`src/rtl/vram_arbiter_pkg.sv`:
```
// Shared constants and types for the video RAM scheduler.
//   H_ACTIVE/V_ACTIVE : visible raster size
//   FRAME_WORDS       : framebuffer words fetched per frame
//   PIX_W/VRAM_ADDR_W : pixel width (RGB565) and RAM word address width
//   arb_state_e       : arbiter FSM states
package vram_arbiter_pkg;
    localparam int H_ACTIVE    = 480;
    localparam int V_ACTIVE    = 272;
    localparam int FRAME_WORDS = H_ACTIVE * V_ACTIVE;
    localparam int PIX_W       = 16;
    localparam int VRAM_ADDR_W = 17;
    localparam int PF_DEPTH    = 8;
    localparam int WR_WAIT_MAX = 4;

    typedef enum logic [1:0] {
        ST_IDLE  = 2'd0,
        ST_FETCH = 2'd1,
        ST_DONE  = 2'd2
    } arb_state_e;
endpackage

```
`src/rtl/vram_arbiter_if.sv`:
```
// Signal bundle around the VRAM scheduler: timing-generator inputs, pixel
// output, writer handshake and the single-port RAM port.
//   slave  : the arbiter itself
//   master : the surrounding system (timing generator, writer, RAM)
interface vram_arbiter_if
    import vram_arbiter_pkg::*;
#(
    parameter int DATA_W = PIX_W,
    parameter int ADDR_W = VRAM_ADDR_W
) ();
    logic              vsync_i;
    logic              pix_en_i;
    logic [DATA_W-1:0] pix_data_o;
    logic              underflow_o;
    logic              wr_valid_i;
    logic [ADDR_W-1:0] wr_addr_i;
    logic [DATA_W-1:0] wr_data_i;
    logic              wr_ready_o;
    logic [ADDR_W-1:0] mem_addr_o;
    logic              mem_we_o;
    logic [DATA_W-1:0] mem_wdata_o;
    logic [DATA_W-1:0] mem_rdata_i;

    modport slave (
        input  vsync_i, pix_en_i, wr_valid_i, wr_addr_i, wr_data_i, mem_rdata_i,
        output pix_data_o, underflow_o, wr_ready_o, mem_addr_o, mem_we_o, mem_wdata_o
    );

    modport master (
        output vsync_i, pix_en_i, wr_valid_i, wr_addr_i, wr_data_i, mem_rdata_i,
        input  pix_data_o, underflow_o, wr_ready_o, mem_addr_o, mem_we_o, mem_wdata_o
    );
endinterface

```
`src/rtl/vram_arbiter_sync_fifo.sv`:
```
// Pixel prefetch FIFO with a registered head word.
//   clk_i/rstn_i : clock, async active-low reset
//   flush_i      : empty the FIFO (wins over push/pop); head word is kept
//   push_i/push_data_i : write one word
//   pop_i        : drop the head word; ignored when empty
//   head_o       : current head; holds its last value when the FIFO is empty
//   count_o/empty_o : occupancy
module sync_fifo
    import vram_arbiter_pkg::*;
#(
    parameter int DATA_W = PIX_W,
    parameter int DEPTH  = PF_DEPTH
) (
    input  logic                       clk_i,
    input  logic                       rstn_i,
    input  logic                       flush_i,
    input  logic                       push_i,
    input  logic [DATA_W-1:0]          push_data_i,
    input  logic                       pop_i,
    output logic [DATA_W-1:0]          head_o,
    output logic [$clog2(DEPTH):0]     count_o,
    output logic                       empty_o
);
    localparam int PTR_W = $clog2(DEPTH);
    localparam int CNT_W = PTR_W + 1;

    logic [DATA_W-1:0] mem [DEPTH];
    logic [PTR_W-1:0]  wr_ptr_q, rd_ptr_q;
    logic [CNT_W-1:0]  count_q;
    logic [DATA_W-1:0] head_q;
    logic              full, empty, push_ok, pop_ok;

    assign full    = (count_q == CNT_W'(DEPTH));
    assign empty   = (count_q == '0);
    assign pop_ok  = pop_i & ~empty;
    assign push_ok = push_i & (~full | pop_ok);

    always_ff @(posedge clk_i) begin
        if (push_ok && !flush_i) begin
            mem[wr_ptr_q] <= push_data_i;
        end
    end

    always_ff @(posedge clk_i or negedge rstn_i) begin
        if (!rstn_i) begin
            wr_ptr_q <= '0;
            rd_ptr_q <= '0;
            count_q  <= '0;
            head_q   <= '0;
        end else if (flush_i) begin
            wr_ptr_q <= '0;
            rd_ptr_q <= '0;
            count_q  <= '0;
        end else begin
            if (push_ok) wr_ptr_q <= wr_ptr_q + PTR_W'(1);
            if (pop_ok)  rd_ptr_q <= rd_ptr_q + PTR_W'(1);
            case ({push_ok, pop_ok})
                2'b10:   count_q <= count_q + CNT_W'(1);
                2'b01:   count_q <= count_q - CNT_W'(1);
                default: ;
            endcase
            // Head tracks mem[rd_ptr]; a word landing in an empty (or
            // just-emptied) FIFO bypasses the array.
            if (pop_ok) begin
                if (count_q == CNT_W'(1)) begin
                    if (push_ok) head_q <= push_data_i;
                end else begin
                    head_q <= mem[rd_ptr_q + PTR_W'(1)];
                end
            end else if (push_ok && empty) begin
                head_q <= push_data_i;
            end
        end
    end

    assign head_o  = head_q;
    assign count_o = count_q;
    assign empty_o = empty;
endmodule

```
`src/rtl/vram_arbiter.sv`:
```
// Single-port VRAM scheduler: keeps the scan-out prefetch FIFO topped up
// from sequential framebuffer addresses and hands every other RAM slot to
// the writer, which is never refused more than WR_MAX_WAIT cycles in a row.
//   clk_i/rstn_i : clock, async active-low reset
//   bus          : vram_arbiter_if.slave (vsync/pixel, writer, RAM port)
//
// state    | meaning
// ST_IDLE  | after reset, no fetches; writer owns every slot
// ST_FETCH | filling the FIFO, writer gets leftover / forced slots
// ST_DONE  | whole frame issued; writer owns every slot
module vram_arbiter
    import vram_arbiter_pkg::*;
#(
    parameter int DATA_W      = PIX_W,
    parameter int ADDR_W      = VRAM_ADDR_W,
    parameter int FB_WORDS    = FRAME_WORDS,
    parameter int FIFO_DEPTH  = PF_DEPTH,
    parameter int WR_MAX_WAIT = WR_WAIT_MAX
) (
    input  logic          clk_i,
    input  logic          rstn_i,
    vram_arbiter_if.slave bus
);
    localparam int CNT_W  = $clog2(FIFO_DEPTH) + 1;
    localparam int OCC_W  = CNT_W + 1;
    localparam int WAIT_W = $clog2(WR_MAX_WAIT + 1);

    arb_state_e        state_q, state_d;
    logic              vsync_q1, vsync_q2, frame_start;
    logic [ADDR_W-1:0] fetch_addr_q, words_left_q;
    logic [WAIT_W-1:0] wait_q;
    logic              rd_valid_q, underflow_q;
    logic              rd_grant, wr_grant, fetch_room, wait_sat;
    logic [CNT_W-1:0]  fifo_count;
    logic [OCC_W-1:0]  occupancy;
    logic              fifo_empty;
    logic [DATA_W-1:0] fifo_head;

    assign frame_start = vsync_q2 & ~vsync_q1;
    // A read in flight already owns a FIFO slot.
    assign occupancy   = {1'b0, fifo_count} + OCC_W'(rd_valid_q);
    assign fetch_room  = occupancy < OCC_W'(FIFO_DEPTH);
    assign wait_sat    = (wait_q == WAIT_W'(WR_MAX_WAIT));

    always_ff @(posedge clk_i or negedge rstn_i) begin
        if (!rstn_i) begin
            vsync_q1 <= 1'b1;
            vsync_q2 <= 1'b1;
        end else begin
            vsync_q1 <= bus.vsync_i;
            vsync_q2 <= vsync_q1;
        end
    end

    always_ff @(posedge clk_i or negedge rstn_i) begin
        if (!rstn_i) state_q <= ST_IDLE;
        else         state_q <= state_d;
    end

    always_comb begin
        state_d  = state_q;
        rd_grant = 1'b0;
        wr_grant = 1'b0;
        case (state_q)
            ST_IDLE, ST_DONE: wr_grant = bus.wr_valid_i;
            ST_FETCH: begin
                // The frame-start slot is left to the writer; fetching
                // restarts from address 0 on the next cycle.
                if (!frame_start && fetch_room && !wait_sat) rd_grant = 1'b1;
                else                                         wr_grant = bus.wr_valid_i;
            end
            default: ;
        endcase
        if (rd_grant && words_left_q == ADDR_W'(1)) state_d = ST_DONE;
        if (frame_start)                             state_d = ST_FETCH;
    end

    always_ff @(posedge clk_i or negedge rstn_i) begin
        if (!rstn_i) begin
            fetch_addr_q <= '0;
            words_left_q <= '0;
            rd_valid_q   <= 1'b0;
            underflow_q  <= 1'b0;
        end else if (frame_start) begin
            fetch_addr_q <= '0;
            words_left_q <= ADDR_W'(FB_WORDS);
            rd_valid_q   <= 1'b0;
            underflow_q  <= 1'b0;
        end else begin
            rd_valid_q <= rd_grant;
            if (rd_grant) begin
                fetch_addr_q <= fetch_addr_q + ADDR_W'(1);
                words_left_q <= words_left_q - ADDR_W'(1);
            end
            if (bus.pix_en_i && fifo_empty) underflow_q <= 1'b1;
        end
    end

    // A withdrawn request is no longer waiting, so it does not keep
    // blocking display reads.
    always_ff @(posedge clk_i or negedge rstn_i) begin
        if (!rstn_i)                         wait_q <= '0;
        else if (wr_grant || !bus.wr_valid_i) wait_q <= '0;
        else if (!wait_sat)                  wait_q <= wait_q + WAIT_W'(1);
    end

    sync_fifo #(
        .DATA_W (DATA_W),
        .DEPTH  (FIFO_DEPTH)
    ) u_fifo (
        .clk_i       (clk_i),
        .rstn_i      (rstn_i),
        .flush_i     (frame_start),
        .push_i      (rd_valid_q),
        .push_data_i (bus.mem_rdata_i),
        .pop_i       (bus.pix_en_i),
        .head_o      (fifo_head),
        .count_o     (fifo_count),
        .empty_o     (fifo_empty)
    );

    assign bus.pix_data_o  = fifo_head;
    assign bus.underflow_o = underflow_q;
    assign bus.wr_ready_o  = wr_grant;
    assign bus.mem_we_o    = wr_grant;
    assign bus.mem_addr_o  = wr_grant ? bus.wr_addr_i : fetch_addr_q;
    assign bus.mem_wdata_o = bus.wr_data_i;
endmodule

```
`src/flat_wrapper.sv`:
```
// flat-port wrapper written by rule: the top's interface ports become plain ports
module vram_arbiter_flat import vram_arbiter_pkg::*;
#(
    parameter int DATA_W      = PIX_W,
    parameter int ADDR_W      = VRAM_ADDR_W,
    parameter int FB_WORDS    = FRAME_WORDS,
    parameter int FIFO_DEPTH  = PF_DEPTH,
    parameter int WR_MAX_WAIT = WR_WAIT_MAX
)
  (clk_i, rstn_i, bus_vsync_i, bus_pix_en_i, bus_wr_valid_i, bus_wr_addr_i, bus_wr_data_i, bus_mem_rdata_i, bus_pix_data_o, bus_underflow_o, bus_wr_ready_o, bus_mem_addr_o, bus_mem_we_o, bus_mem_wdata_o);
  vram_arbiter_if #(.DATA_W(DATA_W), .ADDR_W(ADDR_W)) bus_i ();
  input  logic clk_i;
  input  logic rstn_i;
  input wire logic [$bits(bus_i.vsync_i)-1:0] bus_vsync_i;
  input wire logic [$bits(bus_i.pix_en_i)-1:0] bus_pix_en_i;
  input wire logic [$bits(bus_i.wr_valid_i)-1:0] bus_wr_valid_i;
  input wire logic [$bits(bus_i.wr_addr_i)-1:0] bus_wr_addr_i;
  input wire logic [$bits(bus_i.wr_data_i)-1:0] bus_wr_data_i;
  input wire logic [$bits(bus_i.mem_rdata_i)-1:0] bus_mem_rdata_i;
  output wire logic [$bits(bus_i.pix_data_o)-1:0] bus_pix_data_o;
  output wire logic [$bits(bus_i.underflow_o)-1:0] bus_underflow_o;
  output wire logic [$bits(bus_i.wr_ready_o)-1:0] bus_wr_ready_o;
  output wire logic [$bits(bus_i.mem_addr_o)-1:0] bus_mem_addr_o;
  output wire logic [$bits(bus_i.mem_we_o)-1:0] bus_mem_we_o;
  output wire logic [$bits(bus_i.mem_wdata_o)-1:0] bus_mem_wdata_o;
  assign bus_i.vsync_i = bus_vsync_i;
  assign bus_i.pix_en_i = bus_pix_en_i;
  assign bus_i.wr_valid_i = bus_wr_valid_i;
  assign bus_i.wr_addr_i = bus_wr_addr_i;
  assign bus_i.wr_data_i = bus_wr_data_i;
  assign bus_i.mem_rdata_i = bus_mem_rdata_i;
  assign bus_pix_data_o = bus_i.pix_data_o;
  assign bus_underflow_o = bus_i.underflow_o;
  assign bus_wr_ready_o = bus_i.wr_ready_o;
  assign bus_mem_addr_o = bus_i.mem_addr_o;
  assign bus_mem_we_o = bus_i.mem_we_o;
  assign bus_mem_wdata_o = bus_i.mem_wdata_o;
  vram_arbiter #(.DATA_W(DATA_W), .ADDR_W(ADDR_W), .FB_WORDS(FB_WORDS), .FIFO_DEPTH(FIFO_DEPTH), .WR_MAX_WAIT(WR_MAX_WAIT)) u_core (.clk_i(clk_i), .rstn_i(rstn_i), .bus(bus_i));
endmodule
```
`config.mk`:
```
export PLATFORM = sky130hd
export DESIGN_NAME = vram_arbiter_flat
export DESIGN_NICKNAME = d
export VERILOG_FILES = /design/src/rtl/vram_arbiter_pkg.sv /design/src/rtl/vram_arbiter_if.sv /design/src/rtl/vram_arbiter_sync_fifo.sv /design/src/rtl/vram_arbiter.sv /design/src/flat_wrapper.sv
export SDC_FILE = /design/constraint.sdc
export NUM_CORES = 1
export LEC_CHECK = 0
export ABC_CLOCK_PERIOD_IN_PS = 3900
export BUFFER_PORTS_ARGS = -buffer_cell sky130_fd_sc_hd__buf_2
export CORE_MARGIN = 1.5
export CORE_UTILIZATION = 50
export DETAILED_ROUTE_END_ITERATION = 8
export GPL_ROUTABILITY_DRIVEN = 0
export PLACE_DENSITY = 0.7
export SETUP_SLACK_MARGIN = 0.2
export SYNTH_ARGS = -nofsm -noshare
export SYNTH_HDL_FRONTEND = slang
export SYNTH_HIERARCHICAL = 1
export SYNTH_SLANG_ARGS = --single-unit
export TNS_END_PERCENT = 50
```
`constraint.sdc`:
```
create_clock -name clk_i -period 3.9 [get_ports clk_i]
set_input_delay 0.195 -clock clk_i [delete_from_list [all_inputs] [get_ports clk_i]]
set_output_delay 0.195 -clock clk_i [all_outputs]
set_load 0.005 [all_outputs]
```
After elaboration in Yosys (flattened, before gate mapping)
Memory sizes are Yosys's and may differ from the RTL's.
Cells that the tools add are included.
Storage, ports and cells
  register bits: 69
  RAM bits: 128
  output and inout port bits: 52
  memories kept: 1
Cells by class
  add/sub/neg operators: 8
  magnitude comparators: 1
  eq/ne operators: 10
  mux-type cells: 28
  bitwise logic cells: 8
  reduce and logical (&&, ||, !) cells: 21
Memory list
  u_core.u_fifo.mem: depth 8, bits a word 16, rd ports 1, clocked after Yosys merged registers in 0, write ports 1, RTL line vram_arbiter_sync_fifo.sv:27  | logic [DATA_W-1:0] mem [DEPTH];
Operators with widths (number)
  $mux 17: 5
  $mux 16: 4
  $mux 3: 6
  $add 17x1->17 const B: 1
  $eq 17x1->1 const B: 1
  $sub 17x1->17 const B: 1
  $reduce_bool 2->1: 6
  $add 3x1->3 const B: 3
  $mux 1: 8
  $pmux 4 s2: 1
  $logic_and 1x1->1: 6
  $add 4x1->5: 1
  $lt 5x4->1 const B: 1
  $add 4x1->4 const B: 1
  $eq 2x1->1 const B: 2
  $eq 2x2->1 const B: 2
  $eq 4x1->1 const B: 1
  $eq 4x4->1 const B: 1
  $logic_not 4->1: 1
  $mux 2: 2
  $mux 4: 1
  $not 1->1: 4
  $sub 4x1->4 const B: 1
  $and 1x1->1: 3
  11 further kinds: 13

Depth between registers and ports, before layout
  word-level depth: 10
  mapped depth: 9
  mapped depth without buffers: 8

Hierarchy
The synthesis kept the hierarchy.
By module, submodules not included
  sync_fifo: instances 1, cells each 418, area an instance 6309.8 sq um, seq. area each 4494.3 sq um
  vram_arbiter: instances 1, cells each 272, area an instance 2560.0 sq um, seq. area each 1078.5 sq um

Worst setup path after synthesis
No wires, ideal clock.
  kind: register to register
  start: reg u_core.vsync_q1
  end: mem u_core/u_fifo/mem[0][0] in the netlist's numbering, enable pin
  arrival time: 2.912 ns
  data required time: 3.491 ns
  path slack: 0.578 ns
  cell stages (with the launch flop): 8
  buffers on the path: 3
  period minus slack after synthesis: 3.322 ns
  cell sequence: dfstp_2 -> nand2b_1 -> clkbuf_1 -> inv_1 -> clkbuf_1 -> buf_1 -> or3_1 -> nor3_1
On the way
  word-level cells in the longest chain between the ends: 6
RTL lines
  start, declared: RTL line vram_arbiter.sv:29  | logic vsync_q1, vsync_q2, frame_start;
  start signal, assigned: RTL line vram_arbiter.sv:50  | vsync_q1 <= bus.vsync_i;
  $not 1->1: RTL line vram_arbiter.sv:39  | assign frame_start = vsync_q2 & ~vsync_q1;
  $and 1x1->1: RTL line vram_arbiter.sv:39
  named net u_core.frame_start: RTL line vram_arbiter.sv:29
  $logic_not 1->1: RTL line vram_arbiter_sync_fifo.sv:39  | if (push_ok && !flush_i) begin
  $logic_and 1x1->1: RTL line vram_arbiter_sync_fifo.sv:39
  $mux 1: RTL line vram_arbiter_sync_fifo.sv:39
  $mux 1 (implied by the code): RTL line vram_arbiter_sync_fifo.sv:40  | mem[wr_ptr_q] <= push_data_i;
  end, declared: RTL line vram_arbiter_sync_fifo.sv:27
The timed path passes the listed nets, and every way through them passes these cells.

Worst setup path after layout
  start: reg u_core.u_fifo.count_q[1], in the netlist u_core/u_fifo/count_o[1]
  end: reg u_core.u_fifo.head_q[14], in the netlist u_core/u_fifo/head_o[14]
On the way
  word-level cells in the longest chain between the ends: 8
RTL lines
  start, declared: RTL line vram_arbiter_sync_fifo.sv:29  | logic [CNT_W-1:0] count_q;
  start signal, assigned: RTL line vram_arbiter_sync_fifo.sv:58  | 2'b10: count_q <= count_q + CNT_W'(1);
  start signal, assigned: RTL line vram_arbiter_sync_fifo.sv:59  | 2'b01: count_q <= count_q - CNT_W'(1);
  $logic_not 4->1: RTL line vram_arbiter_sync_fifo.sv:34  | assign empty = (count_q == '0);
  $not 1->1: RTL line vram_arbiter_sync_fifo.sv:35  | assign pop_ok = pop_i & ~empty;
  $and 1x1->1: RTL line vram_arbiter_sync_fifo.sv:35
  $or 1x1->1: RTL line vram_arbiter_sync_fifo.sv:36  | assign push_ok = push_i & (~full | pop_ok);
  $and 1x1->1: RTL line vram_arbiter_sync_fifo.sv:36
  $logic_and 1x1->1: RTL line vram_arbiter_sync_fifo.sv:70  | end else if (push_ok && empty) begin
  $reduce_bool 2->1 (no source line)
  $reduce_and 3->1 (no source line)
  end signal, assigned: RTL line vram_arbiter_sync_fifo.sv:66  | if (push_ok) head_q <= push_data_i;
  end signal, assigned: RTL line vram_arbiter_sync_fifo.sv:68  | head_q <= mem[rd_ptr_q + PTR_W'(1)];
  end signal, assigned: RTL line vram_arbiter_sync_fifo.sv:71  | head_q <= push_data_i;
  end, declared: RTL line vram_arbiter_sync_fifo.sv:30  | logic [DATA_W-1:0] head_q;
Several ways; a longest one is shown, not always the timed one.
A chain may end at the register's enable or synchronous reset.

==> flow_summary.toml <==
[clock_tree]
clock-sinks = 197
numCtsBuffers = 17
cts_root_buf = "clkbuf_16"
clkTransAtPathRegs_ns = 0.07
ctsResizeCount = 0
clock_latency_ns = 0.44
cts_setup_buffers = 0
h-tree-depth = 4
clk_path_buf_depth = 2
cts_tree = "built"

[route]
vias = 5778
wl_per_cell_um = 18.3
top_layer = "met4"
ant_nets = 0
wl_met1_um = 8080
drcViolationCount = 0
wl_um = 18100
vias_per_cell = 5.84
wl_met2_um = 8740
detail_route.first_pass.iterations = 5
route.met3.wl_um = 1030
drt_iter0_drc = 441

[synthesis]
synth_compound_area_frac = 0.0949
yosysWarnings = 6
ys_ff_latch = 197
synthMuxAreaShare = 0.101
ys_seq_area_frac = 0.628
synth-edff-count = 128
ys.flop_type = "edfxtp_1"
yosysUniqueCellTypes = 55
avgSynthCellArea_sq_um = 12.9
async_flop_share = 0.350
synth-xor-area-share = 0.00889
syn_area_sq_mm = 0.00887
synthCells = 690
syn_nets = 755
synth_top_family_by_area = "simple AND/OR/NAND/NOR gates"
synth_fa_ha_area_frac = 0.0155
synth-simple-area-share = 0.111

[floorplanning]
num_rows = 48
start_util = 0.513
core_area_sq_mm = 0.0173
ioPinCount = 106
die-area_sq_mm = 0.0185
die_h_um = 136
die_w_um = 136

[timing]
worst_pin_slew_ns = 1.12
finalHoldViolCount = 0
skew_ns = 0.0122
period_share = 0.657
hold_ws_ns = 0.0317
setup_violations = 0
fin_setup_tns_ns = 0
slew_viol_final = 0
fin_crit_ns = 2.56
slew_headroom = 0.254
rsz0062_at_grt = "no"
fmaxAchievable_mhz = 390

[placement]
dpl_cell_area_sq_mm = 0.00938
hpwl_um = 11200
port_buffers = 73
placedCellCount = 955

[cells_and_area]
instances_no_fill = 989
design_area_sq_mm = 0.00997
diodes = 0
final_common_cell = "edfxtp_1"
areaGrowthSynthToFinish_pct = 12.4
final_cell_mix = "edfxtp_1 (128), buf_2 (73), mux2i_1 (70)"
drive_above_1_share = 0.204
nFillCells = 1391
fin_nets = 816

[min_path]
holdCritPathClass = "input pin to flop"
whs_path_depth = 1
hold_start = "bus_mem_rdata_i[7]"

[setup_path]
cp_data_arrival_time_ns = 2.83
worstSetupEndpointType = "flop"
r2r-start = "u_core/u_fifo/count_o[1]$_DFFE_PN0P_"
crit_start = "u_core/u_fifo/count_o[1]$_DFFE_PN0P_"
required_ns = 4.17
start_kind = "flop"
crit_path_max_fanout = 32
r2r_cells = 7
critical_path_class = "flop to flop"

[power_and_ir_drop]
leakagePower_uw = 0.00382
ir_worst_vdd_mv = 0.416
power_uw = 6870
p_per_area_mw_per_mm2 = 689

[global_route]
antenna_found_initial = 0
grt_max_degree = 66
grt_overflow = 0
first_global_vias = 5509
track_usage = 0.206
grt_pass1_wl_um = 28800

[outcome]
status = "complete, no violations"

[run]
drv_cap = 0
==> layout make-up <==
cell class | instances | area [sq um] | area share
sequential | 197 | 5580 | 0.559
multi-input combinational | 423 | 2950 | 0.296
timing repair buffer | 93 | 520 | 0.0522
clock buffer | 18 | 429 | 0.0431
tap | 225 | 282 | 0.0282
clock inverter | 14 | 141 | 0.0142
inverter | 19 | 72.6 | 0.00728
==> synthesized netlist by cell type (all sizes together), types with 11 or more instances <==
master,number,share of area
o21ai,19,0.011
a21oi,25,0.015
o31ai,13,0.013
buf,34,0.025
a31oi,22,0.016
clkbuf,17,0.0072
dfrtp,67,0.19
nand3,28,0.016
mux2i,70,0.079
edfxtp,128,0.43
mux2,17,0.022
or3,14,0.0099
ha,11,0.016
or4,14,0.013
inv,18,0.0076
a22oi,32,0.027
nor2,50,0.021
nand2,37,0.016
==> cell families (layout without fill, tap and decap cells) <==
logic type,Yosys count,in the layout
flip-flops,197,197
AND/OR/NAND/NOR,191,191
AO/OA/AOI/OAI,125,125
multiplexers,87,87
buffers and inverters,70,144
adder cells (fa/ha/maj),11,11
XOR/XNOR,9,9
==> power by group <==
part           leakage (uW)  internal [uW]  switching (uW)
clock              0.000283            902             790
sequential          0.00200           2650             275
combinational       0.00154            905            1350
==> per-stage QoR <==
stage | utilization | setup slack (ns)
4_1_cts | 0.576 | 1.37
2_1_floorplan | - | 0.578
6_report | 0.576 | 1.34
3_5_place_dp | 0.542 | 1.44
3_3_place_gp | 0.542 | 1.55
5_1_grt | 0.576 | 1.15
==> repair_timing <==
action	in CTS	in global routing
hold endpoints to repair	40	0
endpoints found under the setup margin	0	0
hold buffers	2	0
==> critical path, cell delays in order, from the launching register on <==
cell and delay [ns]:
dfrtp_1 0.46, inv_1 0.13, ha_1 0.25, nor2_1 0.11
o31ai_4 0.75, a21oi_4 0.41, nor2_1 0.21, a31oi_1 0.07
==> final timing paths <==
check                                                        end  slack [ns]
max in group asynchronous  u_core/u_fifo/rd_ptr_q[0]$_DFFE_PN0P_        2.43
hold / removal                 u_core/u_fifo/mem[5][7]$_DFFE_PP_        0.03
setup reg to reg            u_core/u_fifo/head_o[14]$_DFFE_PN0P_        1.34
hold reg to reg                        u_core/vsync_q2$_DFF_PN1_        0.36
min in group asynchronous    u_core/fetch_addr_q[14]$_DFFE_PN0P_        0.48
setup / recovery            u_core/u_fifo/head_o[14]$_DFFE_PN0P_        1.34
==> layer usage <==
| layer | global-route usage | up-vias |
|---|---|---|
| li1 | - | 2726 |
| met1 | 0.277 | 2862 |
| met2 | 0.329 | 161 |
| met3 | 0.0503 | 29 |
| met4 | 0.0674 | 0 |
| met5 | 0 | - |
==> sequential cells by signal (all words and copies together), names as in the netlist <==
register                count
u_core/u_fifo/wr_ptr_q      3
u_core/bus.underflow_o      1
u_core/u_fifo/rd_ptr_q      3
u_core/state_q              2
u_core/rd_valid_q           1
u_core/u_fifo/head_o       16
u_core/fetch_addr_q        17
u_core/u_fifo/mem         128
u_core/vsync_q2             1
u_core/u_fifo/count_o       4
u_core/wait_q               3
u_core/vsync_q1             1
u_core/words_left_q        17
Power figures use the tool's default switching activity.
